<file path="src/rtl/microcode_issue_queue.sv">
// Issue queue of decoded micro-ops between decode and execute, with load-use interlock and flush.
// Optional same-cycle empty-queue bypass is compiled in with MICROCODE_QUEUE_BYPASS_EN.
module microcode_issue_queue #(
    parameter int DEPTH = 4,
    parameter int UOP_W = 32,
    parameter int CNT_W = $clog2(DEPTH + 1)
) (
    input  logic             clk,
    input  logic             reset,
    input  logic             flush,
    input  logic             in_valid,
    output logic             in_ready,
    input  logic [UOP_W-1:0] in_uop,
    output logic             out_valid,
    input  logic             out_ready,
    output logic [UOP_W-1:0] out_uop,
    input  logic             ld_pend_valid,
    input  logic [4:0]       ld_pend_rd,
    output logic [CNT_W-1:0] count,
    output logic             stall_hazard
);
    localparam int PTR_W = (DEPTH > 1) ? $clog2(DEPTH) : 1;

    logic [PTR_W-1:0] r_rd_ptr;
    logic [PTR_W-1:0] r_wr_ptr;
    logic [CNT_W-1:0] r_count;
    logic [UOP_W-1:0] w_entries [DEPTH];
    logic [UOP_W-1:0] w_head;
    logic             w_empty;
    logic             w_full;
    logic             w_head_hazard;
    logic             w_bypass;
    logic             w_push;
    logic             w_pop;

    // x0 is hardwired zero, so a pending load targeting it never blocks issue.
    function automatic logic f_hazard(input logic [UOP_W-1:0] uop,
                                      input logic pend_valid,
                                      input logic [4:0] pend_rd);
        return pend_valid && (pend_rd != 5'd0) &&
               ((pend_rd == uop[UOP_W-1 -: 5]) || (pend_rd == uop[UOP_W-6 -: 5]));
    endfunction

    assign w_empty       = (r_count == '0);
    assign w_full        = (r_count == CNT_W'(DEPTH));
    assign w_head        = w_entries[r_rd_ptr];
    assign w_head_hazard = f_hazard(w_head, ld_pend_valid, ld_pend_rd);

    // Ready never depends on out_ready, so a full queue cannot accept even when draining.
    assign in_ready = !w_full && !flush && !reset;

`ifdef MICROCODE_QUEUE_BYPASS_EN
    assign w_bypass = w_empty && in_valid && in_ready && out_ready &&
                      !f_hazard(in_uop, ld_pend_valid, ld_pend_rd);
    assign out_uop  = w_bypass ? in_uop : w_head;
`else
    assign w_bypass = 1'b0;
    assign out_uop  = w_head;
`endif

    assign out_valid    = w_bypass || (!w_empty && !w_head_hazard && !flush);
    assign stall_hazard = !w_empty && w_head_hazard;
    assign count        = r_count;

    assign w_push = in_valid && in_ready && !w_bypass;
    assign w_pop  = out_valid && out_ready && !w_bypass;

    generate
        for (genvar gi = 0; gi < DEPTH; gi++) begin : g_entry
            logic [UOP_W-1:0] r_entry;
            always_ff @(posedge clk) begin
                if (w_push && (r_wr_ptr == PTR_W'(gi))) begin
                    r_entry <= in_uop;
                end
            end
            assign w_entries[gi] = r_entry;
        end
    endgenerate

    always_ff @(posedge clk) begin
        if (reset || flush) begin
            r_rd_ptr <= '0;
            r_wr_ptr <= '0;
            r_count  <= '0;
        end else begin
            if (w_push) begin
                r_wr_ptr <= r_wr_ptr + PTR_W'(1);
            end
            if (w_pop) begin
                r_rd_ptr <= r_rd_ptr + PTR_W'(1);
            end
            if (w_push && !w_pop) begin
                r_count <= r_count + CNT_W'(1);
            end else if (w_pop && !w_push) begin
                r_count <= r_count - CNT_W'(1);
            end
        end
    end
endmodule
</file>
<file path="config.mk">
export PLATFORM = sky130hd
export DESIGN_NAME = microcode_issue_queue
export DESIGN_NICKNAME = d
export VERILOG_FILES = /design/src/rtl/microcode_issue_queue.sv
export SDC_FILE = /design/constraint.sdc
export NUM_CORES = 1
export LEC_CHECK = 0
export ABC_AREA = 1
export CORE_AREA = 2 2 114 116
export DETAILED_ROUTE_END_ITERATION = 16
export DIE_AREA = 0 0 116 118
export PLACE_DENSITY_LB_ADDON = 0.1
export SYNTH_ARGS = -nofsm -noshare
export SYNTH_HDL_FRONTEND = slang
export SYNTH_SLANG_ARGS = --single-unit
</file>
<file path="constraint.sdc">
create_clock -name clk -period 4.4 [get_ports clk]
set_clock_uncertainty 0.05 [all_clocks]
set_input_delay 1.32 -clock clk [delete_from_list [all_inputs] [get_ports clk]]
set_output_delay 1.32 -clock clk [all_outputs]
set_load 0.02 [all_outputs]
</file>
* Word level (Yosys, flattened, before mapping) *
Index checks and enable logic that the tools add are counted.

storage, ports and cells
  output and inout port bits = 38
  bits of input ports = 43
  bits in registers = 135
  word-level logic and storage cells = 52

cells by class
  reductions and logical operators = 28
  mux-type cells = 5
  bitwise operators = 1
  $add $sub $neg = 4
  order comparisons = 1
  eq/ne operators = 6

operator list
  cell                                                                 number
  32-bit binary-select mux with 2-bit select                           1
  32-bit 2-to-1 mux                                                    2
  1-bit logical AND                                                    15
  5-bit == test                                                        2
  1-bit logical NOT                                                    7
  3-bit 2-to-1 mux                                                     2
  5-bit nonzero test                                                   1
  2-bit by 1-bit adder with 2-bit output (second input constant)       2
  2-bit == test (second input constant)                                2
  3-bit by 1-bit adder with 3-bit output (second input constant)       1
  3-bit == test (second input constant)                                1
  3-bit >= comparator (second input constant)                          1
  3-bit logical NOT                                                    1
  2-bit inverter with 3-bit output                                     1
  3-bit by 1-bit subtractor with 3-bit output (second input constant)  1
  2-bit by 1-bit == test with 1-bit output (second input constant)     1
  2-bit logical NOT                                                    1
  1-bit logical OR                                                     2
  2-bit nonzero test                                                   1

* Depth between registers and ports, before layout *
Gate-level depths: netlist (run 1).

  depth after elaboration = 14
  depth in mapped cells = 20
  gate-level depth less buffers = 19

* Least setup slack after synthesis (run 1) *
No wires, ideal clock.

  path type = input -> register
  from = in flush
  to = reg g_entry[0].r_entry[0] (enable)
  stages = 5
  setup slack = 0.223 ns
  buffers on the path = 0
  library setup time = 0.421 ns
  arrival = 3.706 ns
  required time = 3.929 ns
  path through = nor2_1 -> inv_1 -> a21oi_1 -> nand2_1 -> nor2_1

on the way
  word-level cells in the longest chain between the ends = 5

ends and longest elaborated chain
  item                            line  text
  start: declaration              10    input logic flush,
  1-bit logical NOT               50    assign in_ready = !w_full && !flush && !reset;
  1-bit logical AND (2 in a row)  50
  via in_ready                    12    output logic in_ready,
  1-bit logical AND               65    assign w_push = in_valid && in_ready && !w_bypass;
  1-bit logical AND               72    if (w_push && (r_wr_ptr == PTR_W'(gi))) begin
  end signal: assignment          73    r_entry <= in_uop;
  end: declaration                70    logic [UOP_W-1:0] r_entry;

The timed path passes the listed nets, and every way through them passes these cells.
A chain may end at the register's enable or synchronous reset.

* Worst setup path in the final report (run 1) *
  from = in ld_pend_rd[3]
  to = out stall_hazard

on the way
  word-level cells in the longest chain between the ends = 4
  elaborated cells on any way between the ends = 7
  classes of those cells = eq/ne (2); reduce/logical (5)

ends and longest elaborated chain
  item                                                   line    text
  start: declaration                                     18      input logic [4:0] ld_pend_rd,
  5-bit == test or 5-bit nonzero test (tied branches)    41, 40
  1-bit logical OR or 1-bit logical AND (tied branches)  41, 40
  1-bit logical AND *                                    40      return pend_valid && (pend_rd != 5'd0) &&
  1-bit logical AND *                                    62      assign stall_hazard = !w_empty && w_head_hazard;
  end: declaration                                       20      output logic stall_hazard

Every way passes the cells marked *; elsewhere a longest branch is shown, timed or not.

==> Implementation_results.wiki, run 1 <==
{| class="wikitable"
! Metric !! Value
|-
| Delay contributed by the slowest stage of the critical path || 530 ps
|-
| Number of global-route vias before repair || 3612
|-
| RD Place Congestion || 0.841
|-
| Uppermost layer routed || met4
|-
| Portion of synthesized cell area occupied by the leading cell type || 70.6%
|-
| Clock latency of the later-clocked register in the worst-skew pair || 410 ps
|-
| Pins Over Slew Limit || 0
|-
| YS warnings || 0
|-
| Largest area contributor in the netlist || sky130_fd_sc_hd__edfxtp_1
|-
| Setup slack of the worst register-to-register path || 1330 ps
|-
| Critical path class || in2out
|-
| Chip Width || 116 um
|-
| Die area || 13700 um^2
|-
| Final HPWL from detailed placement || 6730 um
|-
| Met3 layer wire length in the routed design || 547 um
|-
| Fin crit period || 4230 ps
|-
| Hold Crit Class || reg2reg
|-
| Leakage component of the power || 0.00252 uW
|-
| Overall fraction of global-route tracks in use || 18.0%
|-
| Share of cells above drive strength 1 || 8.81%
|-
| Number of distinct standard cells referenced by the synthesized netlist || 22
|-
| Top-count cell post-synth || sky130_fd_sc_hd__edfxtp_1
|-
| Power per standard cell area || 403 nW/um^2
|-
| Relative slew slack || 55.6%
|-
| Standard-cell rows || 41
|-
| Final hold violation count || 0
|-
| Wire per inst || 15.9 um
|-
| Number of enable-type register cells in the synthesized netlist || 128
|-
| Largest fanout of any net on the critical path || 3
|-
| Required time of the critical path || 3030 ps
|-
| Maximum achievable frequency || 0.236 GHz
|-
| Kind of start point of the critical path || input pin
|-
| Sequential cell area fraction in the yosys report || 73.2%
|-
| Status || finished clean
|-
| Max H-tree Level || 4
|-
| Setup violation total in the final timing report || 0
|-
| Register bit count reported by yosys || 135
|-
| Number of I/O port buffers || 80
|-
| Area Growth Syn to Fin || 29.0%
|-
| First-pass GRT wire length || 18300 um
|-
| Total clock buffers created by CTS || 17
|-
| Initial Utilization || 43.9%
|-
| Number of vias after detailed routing || 3563
|-
| Crit end category || output pin
|-
| First-pass detailed-route iteration total || 4
|-
| Total nets after synthesis || 492
|-
| Most used flip-flop cell after synthesis || sky130_fd_sc_hd__edfxtp_1
|-
| Number of placed instances with taps included || 685
|-
| Synthesized cell area || 5450 um^2
|-
| Initial DRC count || 197
|-
| Post-DRT Antenna Nets || 0
|-
| Synthesized area divided by synthesized cell count || 12.3 um^2
|-
| CP max-delay cell || sky130_fd_sc_hd__clkdlybuf4s50_1
|-
| Hold Buf Count CTS || 0
|-
| DR DRC count || 0
|-
| Buffer cell driving the clock tree root || sky130_fd_sc_hd__clkbuf_16
|-
| Clock buffer depth || 2
|-
| Gr ovfl total || 0
|-
| Core outline area || 12400 um^2
|-
| Net count of the finished layout || 581
|-
| Max IR drop VDD || 0.253 mV
|-
| WL met1 || 5200 um
|-
| PnR Total Power || 2830 uW
|-
| Routed length on met2 || 5470 um
|-
| Tcrit/Tclk final || 96.2%
|-
| Diode insertion count for antenna repair || 0
|-
| Top-level I/O count || 81
|-
| Total clock sinks || 135
|-
| Unrepaired setup endpoints after global routing || no
|-
| Max-capacitance violation count || 0
|-
| Top cells by area, synth || sky130_fd_sc_hd__edfxtp_1 71%, sky130_fd_sc_hd__nand2_1 5.0%, sky130_fd_sc_hd__o21ai_0 4.5%
|-
| Actual slew at the worst max-slew pin || 665 ps
|-
| Crit path cell chain || clkdlybuf4s50_1, inv_1, nand3_1, nand2_1, nor2_1, nand3_1, nand2_1, nand2_2, nor2_1, dlygate4sd2_1
|-
| Pin count of the biggest net entering global routing || 66
|-
| Clock slew seen by the registers of the worst setup and hold paths || 50 ps
|-
| Number of cells in the finished layout apart from fillers || 717
|-
| Final WL || 11400 um
|-
| Via-per-instance ratio || 4.97
|-
| Number of antenna violations at the first check in global routing || 0
|-
| Clock tree from TritonCTS || done
|-
| Y dimension of the die || 118 um
|-
| Cells after Synth || 443
|-
| Top cells by count, synth || 128 x sky130_fd_sc_hd__edfxtp_1, 73 x sky130_fd_sc_hd__nand2_1, 60 x sky130_fd_sc_hd__nor2_1, 49 x sky130_fd_sc_hd__o21ai_0, 30 x sky130_fd_sc_hd__nand3_1
|-
| Data arrival time at the worst-slack endpoint || 2860 ps
|-
| Fraction of registers with async set/reset || 0%
|}
layout make-up:
type                    instances  area [um^2]
fillers                      1075         5390
repair buffers                 91          931
clock inverters                12         86.3
flip-flops and latches        135         3990
inverters                      30          113
clock buffers                  20          437
well taps                     172          215
multi-input cells             257         1260
path summary, 6_finish.rpt:
check / from / to / cells past startpoint
worst max register to register: r_rd_ptr[0] / count[2] / 20
worst min register to register: count[2] / count[2] / 2
worst max-delay path: ld_pend_rd[3] / stall_hazard / 10
worst min-delay path: count[2] / count[2] / 2
cells in the final DEF (no fill, tap or decap), drive strengths merged:
cell type	instances
clkinv	9
dlygate4sd2	2
a21oi	6
clkbuf	20
bufinv	1
ha	5
nand3	32
nand2	75
nand4	2
xor2	3
o21ai	49
clkdlybuf4s50	78
buf	11
dfxtp	7
inv	30
fa	1
edfxtp	128
o22ai	22
clkinvlp	2
a21boi	1
nor2	60
nor3	1
cell families (layout without fill, tap and decap cells):
| kind of cell | Yosys count | after routing | synth area share [%] |
|---|---|---|---|
| xor gates and xnor gates | 3 | 3 | 0.483 |
| AOI/OAI and AO/OA | 78 | 78 | 7.72 |
| and+or+nand+nor | 170 | 170 | 12.8 |
| buffers and inverters | 51 | 153 | 4.27 |
| DFF | 135 | 135 | 73.2 |
| adders and majority gates | 6 | 6 | 1.52 |
stage by stage:
step                      utilization, %  setup slack, ps  area [um^2]  hold WS, ps  setup TNS [ps]
after floorplan                        -              223         5450          440               0
after global routing                56.6             36.6         7030          493               0
after detailed placement            52.4             -130         6500          459            -183
after CTS                           56.6              143         7030          470               0
after global placement              52.4            -96.6         6500          451            -126
final                               56.6              166         7030          466               0
flip-flops by register name, summed over array words and instances, names as in the netlist:
name	cells
count	3
g_entry.r_entry	128
r_rd_ptr	2
r_wr_ptr	2
routing by layer:
layer  up-vias  global-route usage (%)
met4         0                    6.85
met3        14                    4.79
met2        93                    27.8
met5         -                       0
li1       1748                       -
met1      1708                    24.5
timing repair:
| action | in CTS | in global routing |
|---|---|---|
| endpoints found under the setup margin | 2 | 0 |
| gates resized for setup | 2 | 0 |
| buffers inserted | 0 | 0 |
power breakdown:
group	switching [uW]	internal [uW]	total (uW)
combinational	80.7	75.5	156
sequential	4.23	1420	1420
clock	486	762	1250
total	571	2260	2830
critical path: cells and delay by family:
| family | cells | cell delay [ps] |
|---|---|---|
| buf+inv | 3 | 950 |
| simple gates | 7 | 590 |
(Power assumes the default switching activity.)
==> inputs of run 2 (changes only) <==
==> constraint.sdc (replaced) <==
create_clock -name clk -period 4.4 [get_ports clk]
set_clock_uncertainty 0.05 [all_clocks]
set_input_delay 1.32 -clock clk [delete_from_list [all_inputs] [get_ports clk]]
set_output_delay 1.32 -clock clk [all_outputs]
set_load 0.05 [all_outputs]
==> run 2 against run 1 <==
Routed wire length down 1.3%. Sequential power about the same. Cell area up 0.50%. Cell count down 0.42%. Sequential cell count unchanged. Via count down 1.5%. Maximum frequency down 0.11%. Worst setup slack worse by 4.7 ps. Die area unchanged. Hold slack better by 5.9 ps.
==> Implementation_results.wiki, run 2 (synthesis results as in run 1) <==
{| class="wikitable"
! Metric !! Value
|-
| Status || finished clean
|-
| Setup slack of the worst register-to-register path || 1380 ps
|-
| Hold Buf Count CTS || 0
|-
| Final WL || 11200 um
|-
| Maximum achievable frequency || 0.236 GHz
|-
| Largest fanout of any net on the critical path || 4
|-
| Fin crit period || 4240 ps
|-
| Initial DRC count || 201
|-
| Worst min-delay path endpoint || count[2]
|-
| Startpoint of the worst register-to-register path || r_rd_ptr[0]
|-
| Final hold violation count || 0
|-
| Gate power share || 6.9%
|-
| Relative slew slack || 52.7%
|-
| NetSw || 580 uW
|-
| Setup violation total in the final timing report || 0
|-
| Gr ovfl total || 0
|-
| Data arrival time at the worst-slack endpoint || 2870 ps
|-
| Tcrit/Tclk final || 96.3%
|-
| Most used cells in the layout excluding fill and tap cells || 128 x sky130_fd_sc_hd__edfxtp_1, 73 x sky130_fd_sc_hd__nand2_1, 56 x sky130_fd_sc_hd__nor2_1
|-
| Crit end category || output pin
|-
| Total clock sinks || 135
|-
| Wire per inst || 15.7 um
|-
| Hold Worst Slack || 472 ps
|-
| Clock latency of the later-clocked register in the worst-skew pair || 410 ps
|-
| Power per standard cell area || 401 nW/um^2
|-
| Number of antenna violations at the first check in global routing || 0
|-
| Clock slew seen by the registers of the worst setup and hold paths || 50 ps
|-
| Required time of the critical path || 3030 ps
|-
| Share of cells above drive strength 1 || 13.7%
|-
| Overall fraction of global-route tracks in use || 17.2%
|-
| Standard-cell rows || 41
|-
| Via-per-instance ratio || 4.92
|-
| Final HPWL from detailed placement || 6550 um
|-
| Net Sw Frac || 20.5%
|-
| Top register by number of flip-flops || g_entry.r_entry
|-
| Top-level I/O count || 81
|-
| DR DRC count || 0
|-
| Chip Width || 116 um
|-
| Number of placed instances with taps included || 684
|-
| Int Pwr || 2250 uW
|-
| Sequential share of power || 50.3%
|-
| Core outline area || 12400 um^2
|-
| Number of cells in the finished layout apart from fillers || 714
|-
| Max H-tree Level || 4
|-
| Number of vias after detailed routing || 3510
|-
| Max-capacitance violation count || 0
|-
| Die area || 13700 um^2
|-
| First-pass detailed-route iteration total || 4
|-
| Post-DRT Antenna Nets || 0
|-
| Clock buffer depth || 2
|-
| Pins Over Slew Limit || 0
|-
| Pin count of the biggest net entering global routing || 66
|-
| RD Place Congestion || 0.830
|-
| Initial Utilization || 43.9%
|-
| Buffer cell driving the clock tree root || sky130_fd_sc_hd__clkbuf_16
|-
| Kind of start point of the critical path || input pin
|-
| Part of the total power dissipated in the clock network || 42.8%
|-
| Net count of the finished layout || 580
|-
| Unrepaired setup endpoints after global routing || no
|-
| Number of global-route vias before repair || 3360
|-
| Final core area utilization || 56.9%
|-
| Clock tree from TritonCTS || done
|-
| First-pass GRT wire length || 17700 um
|-
| Reg2reg path depth || 19
|-
| Max IR drop VDD || 0.295 mV
|-
| Critical path class || in2out
|-
| Area Growth Syn to Fin || 29.7%
|-
| Number of I/O port buffers || 80
|-
| Total clock buffers created by CTS || 17
|-
| Hold Crit Class || reg2reg
|-
| Max FFs per register || 128
|-
| Post-CTS sizing || 0
|-
| Number of post-CTS setup repair buffers || 0
|-
| Diode insertion count for antenna repair || 0
|-
| End of the worst register-to-register path || count[2]
|-
| Most frequent standard cell in the layout excluding fill and tap cells || sky130_fd_sc_hd__edfxtp_1
|-
| Y dimension of the die || 118 um
|-
| Leakage component of the power || 0.00258 uW
|-
| Min-Delay Path Depth || 2
|-
| Worst min-delay path startpoint || count[2]
|-
| Actual slew at the worst max-slew pin || 709 ps
|-
| PnR Total Power || 2830 uW
|}
==> run 2: cell count changes in the layout (fill, tap and decap cells not counted) <==
| cell | change |
|---|---|
| sky130_fd_sc_hd__clkinvlp_4 | -2 |
| sky130_fd_sc_hd__dlygate4sd2_1 | -2 |
| sky130_fd_sc_hd__clkdlybuf4s50_1 | -33 |
| sky130_fd_sc_hd__clkinv_2 | -6 |
| sky130_fd_sc_hd__buf_4 | +22 |
| sky130_fd_sc_hd__buf_12 | +12 |
| sky130_fd_sc_hd__clkinv_1 | +6 |
==> run 2: worst max-delay path, stage by stage <==
cell and delay [ps]:
sky130_fd_sc_hd__clkdlybuf4s50_1 530, sky130_fd_sc_hd__inv_1 90, sky130_fd_sc_hd__nand3_1 90, sky130_fd_sc_hd__nand2_1 60
sky130_fd_sc_hd__nor2_1 130, sky130_fd_sc_hd__nand3_1 90, sky130_fd_sc_hd__nand2_1 110, sky130_fd_sc_hd__nand2_2 90
sky130_fd_sc_hd__nor2_1 180, sky130_fd_sc_hd__buf_12 170
==> run 2: area by class of cell <==
cell class / count / area (um^2)
Clock inverter: 10 / 63.8
Tap cell: 172 / 215
Inverter: 30 / 113
Multi-Input combinational cell: 257 / 1260
Clock buffer: 20 / 437
Timing Repair Buffer: 90 / 988
Sequential cell: 135 / 3990
Fill cell: 1066 / 5350
==> run 2: how the worst max path moves through the flow <==
stage | start | endpoint | slack (ps) | cells past startpoint
global placement | ld_pend_rd[3] | stall_hazard | 220 | 10
finish | ld_pend_rd[3] | stall_hazard | 160 | 10
floorplan | flush | g_entry[0].r_entry[0] | -330 | 5
detailed placement | ld_pend_rd[3] | stall_hazard | 190 | 10
global route | ld_pend_rd[3] | stall_hazard | 60 | 10
CTS | ld_pend_rd[3] | stall_hazard | 190 | 10
==> run 2: metal layers <==
metal / track usage (%) / share of wire (%)
met5: 0 / 0
met4: 5.80 / 1.4
met3: 4.69 / 4.3
met2: 26.9 / 48
met1: 23.4 / 47
==> run 2: power groups by stage <==
| stage | clock network [uW] | registers [uW] | logic, uW |
|---|---|---|---|
| final | 1210 | 1430 | 196 |
| after global routing | 1290 | 1430 | 210 |
| after CTS | 1230 | 1430 | 197 |
| after detailed placement | 0 | 1450 | 196 |
| after global placement | 0 | 1450 | 194 |
| after floorplan | 0 | 1450 | 89.5 |
==> run 2: through the flow <==
stage | cell area, um^2 | setup TNS [ps] | setup slack (ps)
final | 7060 | 0 | 161
after global routing | 7060 | 0 | 64.9
after CTS | 7060 | 0 | 191
after detailed placement | 6560 | 0 | 190
after global placement | 6560 | 0 | 224
after floorplan | 5450 | -41630 | -325
